**config.mk**
```make
export PLATFORM = sky130hd
export DESIGN_NAME = ram_dma_ctrl_flat
export DESIGN_NICKNAME = d
export VERILOG_FILES = /design/src/rtl/ram_dma_pkg.sv /design/src/rtl/ram_dma_ctrl_if.sv /design/src/rtl/ram_dma_ctrl.sv /design/src/flat_wrapper.sv
export SDC_FILE = /design/constraint.sdc
export NUM_CORES = 1
export LEC_CHECK = 0
export ABC_AREA = 1
export CORE_MARGIN = 2
export CORE_UTILIZATION = 45
export CTS_CLUSTER_SIZE = 20
export DETAILED_ROUTE_END_ITERATION = 10
export HOLD_SLACK_MARGIN = 0.1
export PLACE_DENSITY = 0.71
export SLEW_MARGIN = 20
export SYNTH_ARGS = -nofsm -noshare
export SYNTH_HDL_FRONTEND = slang
export SYNTH_SLANG_ARGS = --single-unit
```
**constraint.sdc**
```tcl
create_clock -name clk -period 5.1 [get_ports clk]
set_clock_uncertainty 0.15 [all_clocks]
set_input_delay 0.765 -clock clk [delete_from_list [all_inputs] [get_ports clk]]
set_output_delay 0.765 -clock clk [all_outputs]
set_load 0.005 [all_outputs]
```
**src/rtl/ram_dma_pkg.sv**
```systemverilog
// Shared definitions for the RAM DMA sequencer: default widths, command op codes
// and the FSM state encoding.
package ram_dma_pkg;

    localparam int AW_DEF = 7;
    localparam int DW_DEF = 8;

    typedef enum logic {
        OP_FILL = 1'b0,
        OP_COPY = 1'b1
    } op_e;

    typedef enum logic [2:0] {
        ST_IDLE = 3'd0,
        ST_RD   = 3'd1,
        ST_WAIT = 3'd2,
        ST_WR   = 3'd3,
        ST_DONE = 3'd4
    } state_e;

endpackage

```
**src/rtl/ram_dma_ctrl_if.sv**
```systemverilog
// RAM port bundle between the DMA sequencer (master) and the single-port RAM (slave).
interface ram_dma_ctrl_if #(
    parameter int AW = ram_dma_pkg::AW_DEF,
    parameter int DW = ram_dma_pkg::DW_DEF
);

    logic          mem_we;
    logic [AW-1:0] mem_addr;
    logic [DW-1:0] mem_wdata;
    logic [DW-1:0] mem_rdata;

    modport master (
        output mem_we,
        output mem_addr,
        output mem_wdata,
        input  mem_rdata
    );

    modport slave (
        input  mem_we,
        input  mem_addr,
        input  mem_wdata,
        output mem_rdata
    );

endinterface

```
**src/rtl/ram_dma_ctrl.sv**
```systemverilog
// FILL/COPY command sequencer that owns the port of a sync-read single-port RAM.
// Optional build macro RAM_DMA_CHECKSUM_EN adds a byte-sum of the last command's writes.
module ram_dma_ctrl
    import ram_dma_pkg::*;
#(
    parameter int AW = AW_DEF,
    parameter int DW = DW_DEF
) (
    input  logic          clk,
    input  logic          rst,
    input  logic          start,
    input  logic          op,
    input  logic [AW-1:0] src,
    input  logic [AW-1:0] dst,
    input  logic [AW:0]   len,
    input  logic [DW-1:0] fill_val,
    output logic          busy,
    output logic          done,
`ifdef RAM_DMA_CHECKSUM_EN
    output logic [DW-1:0] checksum,
`endif
    ram_dma_ctrl_if.master mem
);

    state_e        state_q, state_d;
    op_e           op_q, op_d;
    logic [AW-1:0] src_q, src_d;
    logic [AW-1:0] dst_q, dst_d;
    logic [DW-1:0] fill_q, fill_d;
    logic [AW:0]   offset_q, offset_d;
    logic [AW:0]   remaining_q, remaining_d;
    logic [AW-1:0] addr_q, addr_d;
    logic [DW-1:0] wdata_q, wdata_d;

    // Address and write data are registered from the next-state decode so the
    // RAM sees clean, glitch-free values and wdata holds outside WR.
    always_comb begin
        // NOTE: every variable gets a default first, so no path leaves one unassigned and no latch is inferred.
        state_d     = state_q;
        op_d        = op_q;
        src_d       = src_q;
        dst_d       = dst_q;
        fill_d      = fill_q;
        offset_d    = offset_q;
        remaining_d = remaining_q;
        addr_d      = addr_q;
        wdata_d     = wdata_q;

        unique case (state_q)
            ST_IDLE: begin
                if (start) begin
                    op_d        = op_e'(op);
                    src_d       = src;
                    dst_d       = dst;
                    fill_d      = fill_val;
                    offset_d    = '0;
                    remaining_d = len;
                    if (len == '0) begin
                        state_d = ST_DONE;
                    end else if (op_e'(op) == OP_FILL) begin
                        state_d = ST_WR;
                        addr_d  = dst;
                        wdata_d = fill_val;
                    end else begin
                        state_d = ST_RD;
                        addr_d  = src;
                    end
                end
            end
            ST_RD: begin
                state_d = ST_WAIT;
            end
            ST_WAIT: begin
                // The write-data register doubles as the captured read-data register.
                state_d = ST_WR;
                wdata_d = mem.mem_rdata;
                addr_d  = dst_q + offset_q[AW-1:0];
            end
            ST_WR: begin
                offset_d    = offset_q + (AW+1)'(1);
                remaining_d = remaining_q - (AW+1)'(1);
                if (remaining_q == (AW+1)'(1)) begin
                    state_d = ST_DONE;
                end else if (op_q == OP_FILL) begin
                    addr_d = dst_q + offset_d[AW-1:0];
                end else begin
                    state_d = ST_RD;
                    addr_d  = src_q + offset_d[AW-1:0];
                end
            end
            ST_DONE: begin
                state_d = ST_IDLE;
            end
            default: begin
                state_d = ST_IDLE;
            end
        endcase
    end

    always_ff @(posedge clk) begin
        // NOTE: sequential state uses non-blocking assignments so every register samples pre-edge values.
        if (rst) begin
            state_q     <= ST_IDLE;
            op_q        <= OP_FILL;
            src_q       <= '0;
            dst_q       <= '0;
            fill_q      <= '0;
            offset_q    <= '0;
            remaining_q <= '0;
            addr_q      <= '0;
            wdata_q     <= '0;
        end else begin
            state_q     <= state_d;
            op_q        <= op_d;
            src_q       <= src_d;
            dst_q       <= dst_d;
            fill_q      <= fill_d;
            offset_q    <= offset_d;
            remaining_q <= remaining_d;
            addr_q      <= addr_d;
            wdata_q     <= wdata_d;
        end
    end

    assign busy          = (state_q == ST_RD) || (state_q == ST_WAIT) || (state_q == ST_WR);
    assign done          = (state_q == ST_DONE);
    assign mem.mem_we    = (state_q == ST_WR);
    assign mem.mem_addr  = addr_q;
    assign mem.mem_wdata = wdata_q;

`ifdef RAM_DMA_CHECKSUM_EN
    logic [DW-1:0] sum_q;

    // Accumulates exactly the bytes presented on WR cycles; frozen once DONE is reached.
    always_ff @(posedge clk) begin
        if (rst) begin
            sum_q <= '0;
        end else if (state_q == ST_IDLE && start) begin
            sum_q <= '0;
        end else if (state_q == ST_WR) begin
            sum_q <= sum_q + wdata_q;
        end
    end

    assign checksum = sum_q;
`endif

endmodule

```
**src/flat_wrapper.sv**
```systemverilog
// flat-port wrapper written by rule: the top's interface ports become plain ports
module ram_dma_ctrl_flat import ram_dma_pkg::*;
#(
    parameter int AW = AW_DEF,
    parameter int DW = DW_DEF
)
  (clk, rst, start, op, src, dst, len, fill_val, busy, done, mem_mem_we, mem_mem_addr, mem_mem_wdata, mem_mem_rdata);
  ram_dma_ctrl_if #(.AW(AW), .DW(DW)) mem_i ();
  input  logic clk;
  input  logic rst;
  input  logic start;
  input  logic op;
  input  logic [AW-1:0] src;
  input  logic [AW-1:0] dst;
  input  logic [AW:0] len;
  input  logic [DW-1:0] fill_val;
  output logic busy;
  output logic done;
  output wire logic [$bits(mem_i.mem_we)-1:0] mem_mem_we;
  output wire logic [$bits(mem_i.mem_addr)-1:0] mem_mem_addr;
  output wire logic [$bits(mem_i.mem_wdata)-1:0] mem_mem_wdata;
  input wire logic [$bits(mem_i.mem_rdata)-1:0] mem_mem_rdata;
  assign mem_mem_we = mem_i.mem_we;
  assign mem_mem_addr = mem_i.mem_addr;
  assign mem_mem_wdata = mem_i.mem_wdata;
  assign mem_i.mem_rdata = mem_mem_rdata;
  ram_dma_ctrl #(.AW(AW), .DW(DW)) u_core (.clk(clk), .rst(rst), .start(start), .op(op), .src(src), .dst(dst), .len(len), .fill_val(fill_val), .busy(busy), .done(done), .mem(mem_i));
endmodule
```
-- Word-level counts from Yosys, hierarchy flattened
Cells that the tools add are included.
- output and inout port bits: 18
- bits in writable memories: 0
- memories kept: 0
- bits in read-only memories: 0
- register bits: 49
- latch bits: 0
- add/subtract/negate cells: 5
- shift-type cells: 0
- bitwise logic cells: 0
- reduce and logical (&&, ||, !) cells: 12
- divide/modulo/power cells: 0
- mux-type cells: 20
- eq/ne operators: 10
- multiply operators: 0
- $lt $le $gt $ge: 0
- operators with widths (kind ; number):
    8-bit one-hot mux with 2 select lines ; 3
    8-bit 2-to-1 mux ; 5
    7-bit 2-to-1 mux ; 5
    7-bit adder ; 3
    7-bit one-hot mux with 3 select lines ; 1
    3-bit 2-to-1 mux ; 4
    3-bit one-hot mux with 4 select lines ; 1
    8-bit by 1-bit adder with 8-bit output (second input constant) ; 1
    8-bit by 1-bit == test with 1-bit output (second input constant) ; 1
    8-bit zero test ; 1
    2-bit != test (second input constant) ; 4
    4-bit AND reduction ; 2
    8-bit by 1-bit subtractor with 8-bit output (second input constant) ; 1
    3-bit by 2-bit == test with 1-bit output (second input constant) ; 2
    2-bit AND reduction ; 3
    2-bit nonzero test ; 2
    3-bit by 1-bit == test with 1-bit output (second input constant) ; 1
    3-bit == test (second input constant) ; 1
    3-bit zero test ; 1
    3-bit by 1-bit != test with 1-bit output (second input constant) ; 1
    3-bit nonzero test ; 1
    1-bit logical OR ; 2
    2-bit 2-to-1 mux ; 1

-- Depth between registers and ports, before layout
- word-level depth: 5
- depth in mapped cells: 14
- gate-level depth less buffers: 14

-- Worst setup path before layout
OpenSTA, ideal clock, no wires.
- path kind: register to register
- start point: reg u_core.op_q
- end point: reg u_core.addr_q[4] (netlist: u_core.mem.mem_addr[4])
- setup slack: 3002 ps
- arrival: 1837 ps
- required time: 4838 ps
- library setup time: 112 ps
- cell stages (with the launch flop): 11
- path through: dfxtp_1 -> clkbuf_1 -> o21ai_0 -> ha_1 -> fa_1 -> nand3_1 -> nand2_1 -> o21ai_0 -> nand3_1 -> nor2_1 -> nor2_1
- word-level cells in the longest chain between the ends: 3
- RTL lines (what ; line ; source):
    from (decl) ; ram_dma_ctrl.sv:26 ; op_e op_q, op_d;
    from (signal assigned) ; ram_dma_ctrl.sv:114 ; op_q <= op_d;
    7-bit 2-to-1 mux ; ram_dma_ctrl.sv:84 ; end else if (op_q == OP_FILL) begin
    7-bit 2-to-1 mux ; ram_dma_ctrl.sv:82 ; if (remaining_q == (AW+1)'(1)) begin
    7-bit one-hot mux with 3 select lines ; ram_dma_ctrl.sv:49 ; unique case (state_q)
    to (signal assigned) ; ram_dma_ctrl.sv:120 ; addr_q <= addr_d;
    to (decl) ; ram_dma_ctrl.sv:32 ; logic [AW-1:0] addr_q, addr_d;
No other way between the ends. The select of a mux whose other input is x is not followed.
A chain may end at the register's enable or synchronous reset.

-- Final worst setup path
- start point: reg u_core.state_q[2]
- end point: out mem_mem_we
- word-level cells in the longest chain between the ends: 1
- RTL lines (what ; line ; source):
    from (decl) ; ram_dma_ctrl.sv:25 ; state_e state_q, state_d;
    from (signal assigned) ; ram_dma_ctrl.sv:113 ; state_q <= state_d;
    3-bit by 2-bit == test with 1-bit output ; ram_dma_ctrl.sv:127 ; assign mem.mem_we = (state_q == ST_WR);
    to (decl) ; flat_wrapper.sv:19 ; output wire logic [$bits(mem_i.mem_we)-1:0] mem_mem_we;
No other way between the ends.

==> reports/metrics.yaml <==
synth:
  syn_inst: 474
  syn_avg_cell_area_um2: 6.57
  synth.distinct_cells: 35
  synth.top_cell.area_share_pct: 30.9
  yosysSeqAreaShare_pct: 30.9
  mappedNetlistNets: 533
  synth_largest_area_cell: "dfxtp_1"
  synth-async-reset-ratio_pct: 0
  ys_seq_elements: 48
  syn_area_mm2: 0.00311
  yosys_warnings: 0
  ys_top_cells_by_area: "dfxtp_1 (31%), nand2_1 (14%), a21oi_1 (7.7%)"
  ys.flop_type: "dfxtp_1"
  synth_edf_count: 0
drt:
  vias_per_cell: 5.22
  dr.pass1.iters: 5
  drc: 0
  wire_per_inst_um: 13.4
  wl_um: 8070
  ant_nets: 0
  num_vias: 3140
  drt_iter0_markers: 123
clocking:
  cts_setup_buffers: 0
  clk_latency_ns: 0.31
  cts-root-buf: "clkbuf_8"
  cts_buffers: 5
  cts_tree: "done"
  numClockSinks: 48
  path_clk_slew_ns: 0.09
  cts_hold_buffers: 0
  cts_resized: 0
  htreeDepth: 2
  cts_buffer_depth: 2
timing:
  setup_tns_ns: 0
  worst_pin_slew_ns: 1.01
  max_slew_margin_pct: 32.5
  rsz0062_at_grt: "false"
  setup_viol: 0
  drv_slew: 0
  max_freq_mhz: 331
  fin_crit_ns: 3.02
  hold_viol_final: 0
  worst_hold_slack_ns: 0.301
  fin_crit_sh_pct: 59.2
setup_path:
  slowest_stage: "clkdlybuf4s50_1"
  ff2ff_path_depth: 9
  critical_path_required_ns: 4.18
  ff2ff_setup_slack_ns: 2.65
  crit_buf_inv: 3
  cp.arrival_ns: 2.10
  startpoint: "u_core.state_q[2]"
  slowest_delay_ns: 0.58
  cpMostUsedCell: "inv_2"
  crit_chain: "inv_2 > nand3_2 > inv_2 > clkdlybuf4s50_1"
  cp-end-kind: "primary output"
  regToRegEndpoint: "u_core.mem.mem_addr[4]"
  cp_max_fo: 20
  reg2reg_from: "u_core.op_q"
  crit_family: "buffers and inverters"
  worstSetupPathType: "flip-flop to primary output"
  cp-start-kind: "flip-flop"
final_layout:
  multi_input_area_mm2: 0.00180
  n_fill_cell: 682
  register_area_um2: 961
  final_common_cell: "nand2_1"
  layout_common_cells: "nand2_1 (119), inv_1 (59), clkdlybuf4s50_1 (59), a21oi_1 (48), dfxtp_1 (48)"
  diodes: 0
  drive_gt1_share_pct: 5.37
  area_delta_synth_final_pct: 21.9
  utilization_pct: 56.1
  finish.net_count: 581
  finalInstanceArea_mm2: 0.00379
die:
  rows: 30
  die_w_um: 87.2
  die_h_um: 87.2
  initial_core_util_pct: 46.1
  core_area_mm2: 0.00676
  die_area_mm2: 0.00760
  num_io_pins: 60
grt:
  grt_overflow: 0
  grt_pass1_wl_um: 13400
  grt_pass1_vias: 2974
  grt_antenna_before_repair: 0
  grt_usage_pct: 22.2
  grt_max_degree: 30
hold_path:
  whs_endpoint: "u_core.mem.mem_wdata[3]"
  worstHoldStart: "u_core.mem.mem_wdata[3]"
  hold_path_depth: 2
  holdCritPathClass: "flip-flop to flip-flop"
power:
  p_leak_nw: 1.68
  powerDensity_mw_per_mm2: 280
  ir_drop_mv: 0.161
place:
  place_area_mm2: 0.00369
  port_buffers: 59
  routabilityCongestion: 0.923
  dp_hpwl_um: 6100
run_status:
  outcome: "completed"
job:
  maxCapViolations: 0
[worst max path at each step]
stage,endpoint,slack [ns],cells after the start
floorplan,u_core.mem.mem_addr[4],3.00,10
global placement,u_core.src_q[6],1.97,4
detailed placement,u_core.mem.mem_wdata[7],1.93,4
CTS,mem_mem_we,2.06,4
global route,mem_mem_we,1.96,4
finish,mem_mem_we,2.08,4
[through the flow]
stage / power [W] / setup slack, ns / instances
2_1_floorplan: 0.000681 / 3.00 / 474
3_3_place_gp: 0.000796 / 1.97 / 595
3_5_place_dp: 0.000802 / 1.93 / 595
4_1_cts: 0.00107 / 2.06 / 601
5_1_grt: 0.00113 / 1.96 / 601
6_report: 0.00106 / 2.08 / 601
[report_power, final]
group	internal, W	total [W]	leakage, nW	switching, W
Sequential	0.000419	0.000451	0.395	0.0000313
Clock	0.000141	0.000267	0.0501	0.000126
Combinational	0.000153	0.000345	1.23	0.000192
Total	0.000713	0.00106	1.68	0.000350
[kinds of logic after synthesis]
| group | share of synthesized area (%) |
|---|---|
| AOI/OAI and AO/OA | 19.1 |
| xor gates and xnor gates | 1.97 |
| and+or+nand+nor | 29.3 |
| DFF | 30.9 |
| adders and majority gates | 7.32 |
| buffers and inverters | 11.5 |
[flip-flops by register name, indices dropped and copies added, names as in the netlist]
signal / flops
u_core.mem.mem_wdata: 8
u_core.remaining_q: 8
u_core.dst_q: 7
u_core.mem.mem_addr: 7
u_core.offset_q: 7
u_core.src_q: 7
u_core.state_q: 3
u_core.op_q: 1
[Yosys cell counts, types with 3 or more instances]
| cell type | instances |
|---|---|
| xor2_1 | 5 |
| nand3_1 | 30 |
| o211ai_1 | 3 |
| buf_4 | 3 |
| o21a_1 | 4 |
| o21ai_1 | 3 |
| a31oi_1 | 3 |
| o21ai_0 | 38 |
| nand3_2 | 3 |
| buf_6 | 3 |
| nand2_1 | 119 |
| inv_2 | 7 |
| nand4_1 | 9 |
| clkbuf_1 | 6 |
| buf_2 | 6 |
| ha_1 | 15 |
| a21oi_1 | 48 |
| inv_1 | 59 |
| nor2_1 | 38 |
| dfxtp_1 | 48 |
| nand2_2 | 4 |
[per-layer routing]
metal,track usage (%),wire (um)
met1,29.0,3790
met2,38.0,3830
met3,3.13,286
met4,7.13,168
met5,0,0
[tightest hold or removal path: cells and delay by family, from the launching register on]
family | cells | cell delay (ns)
AOI/OAI and AO/OA | 1 | 0.05
buffers and inverters | 1 | 0.05
DFF | 1 | 0.32
[layout make-up]
class | instances | area share, %
clock buffer | 5 | 1.81
multi-input combinational | 342 | 47.3
sequential | 48 | 25.3
tap | 80 | 2.64
timing repair buffer | 59 | 15.6
inverter | 66 | 6.53
clock inverter | 1 | 0.792
No activity file was read; power rests on OpenSTA's default activity.
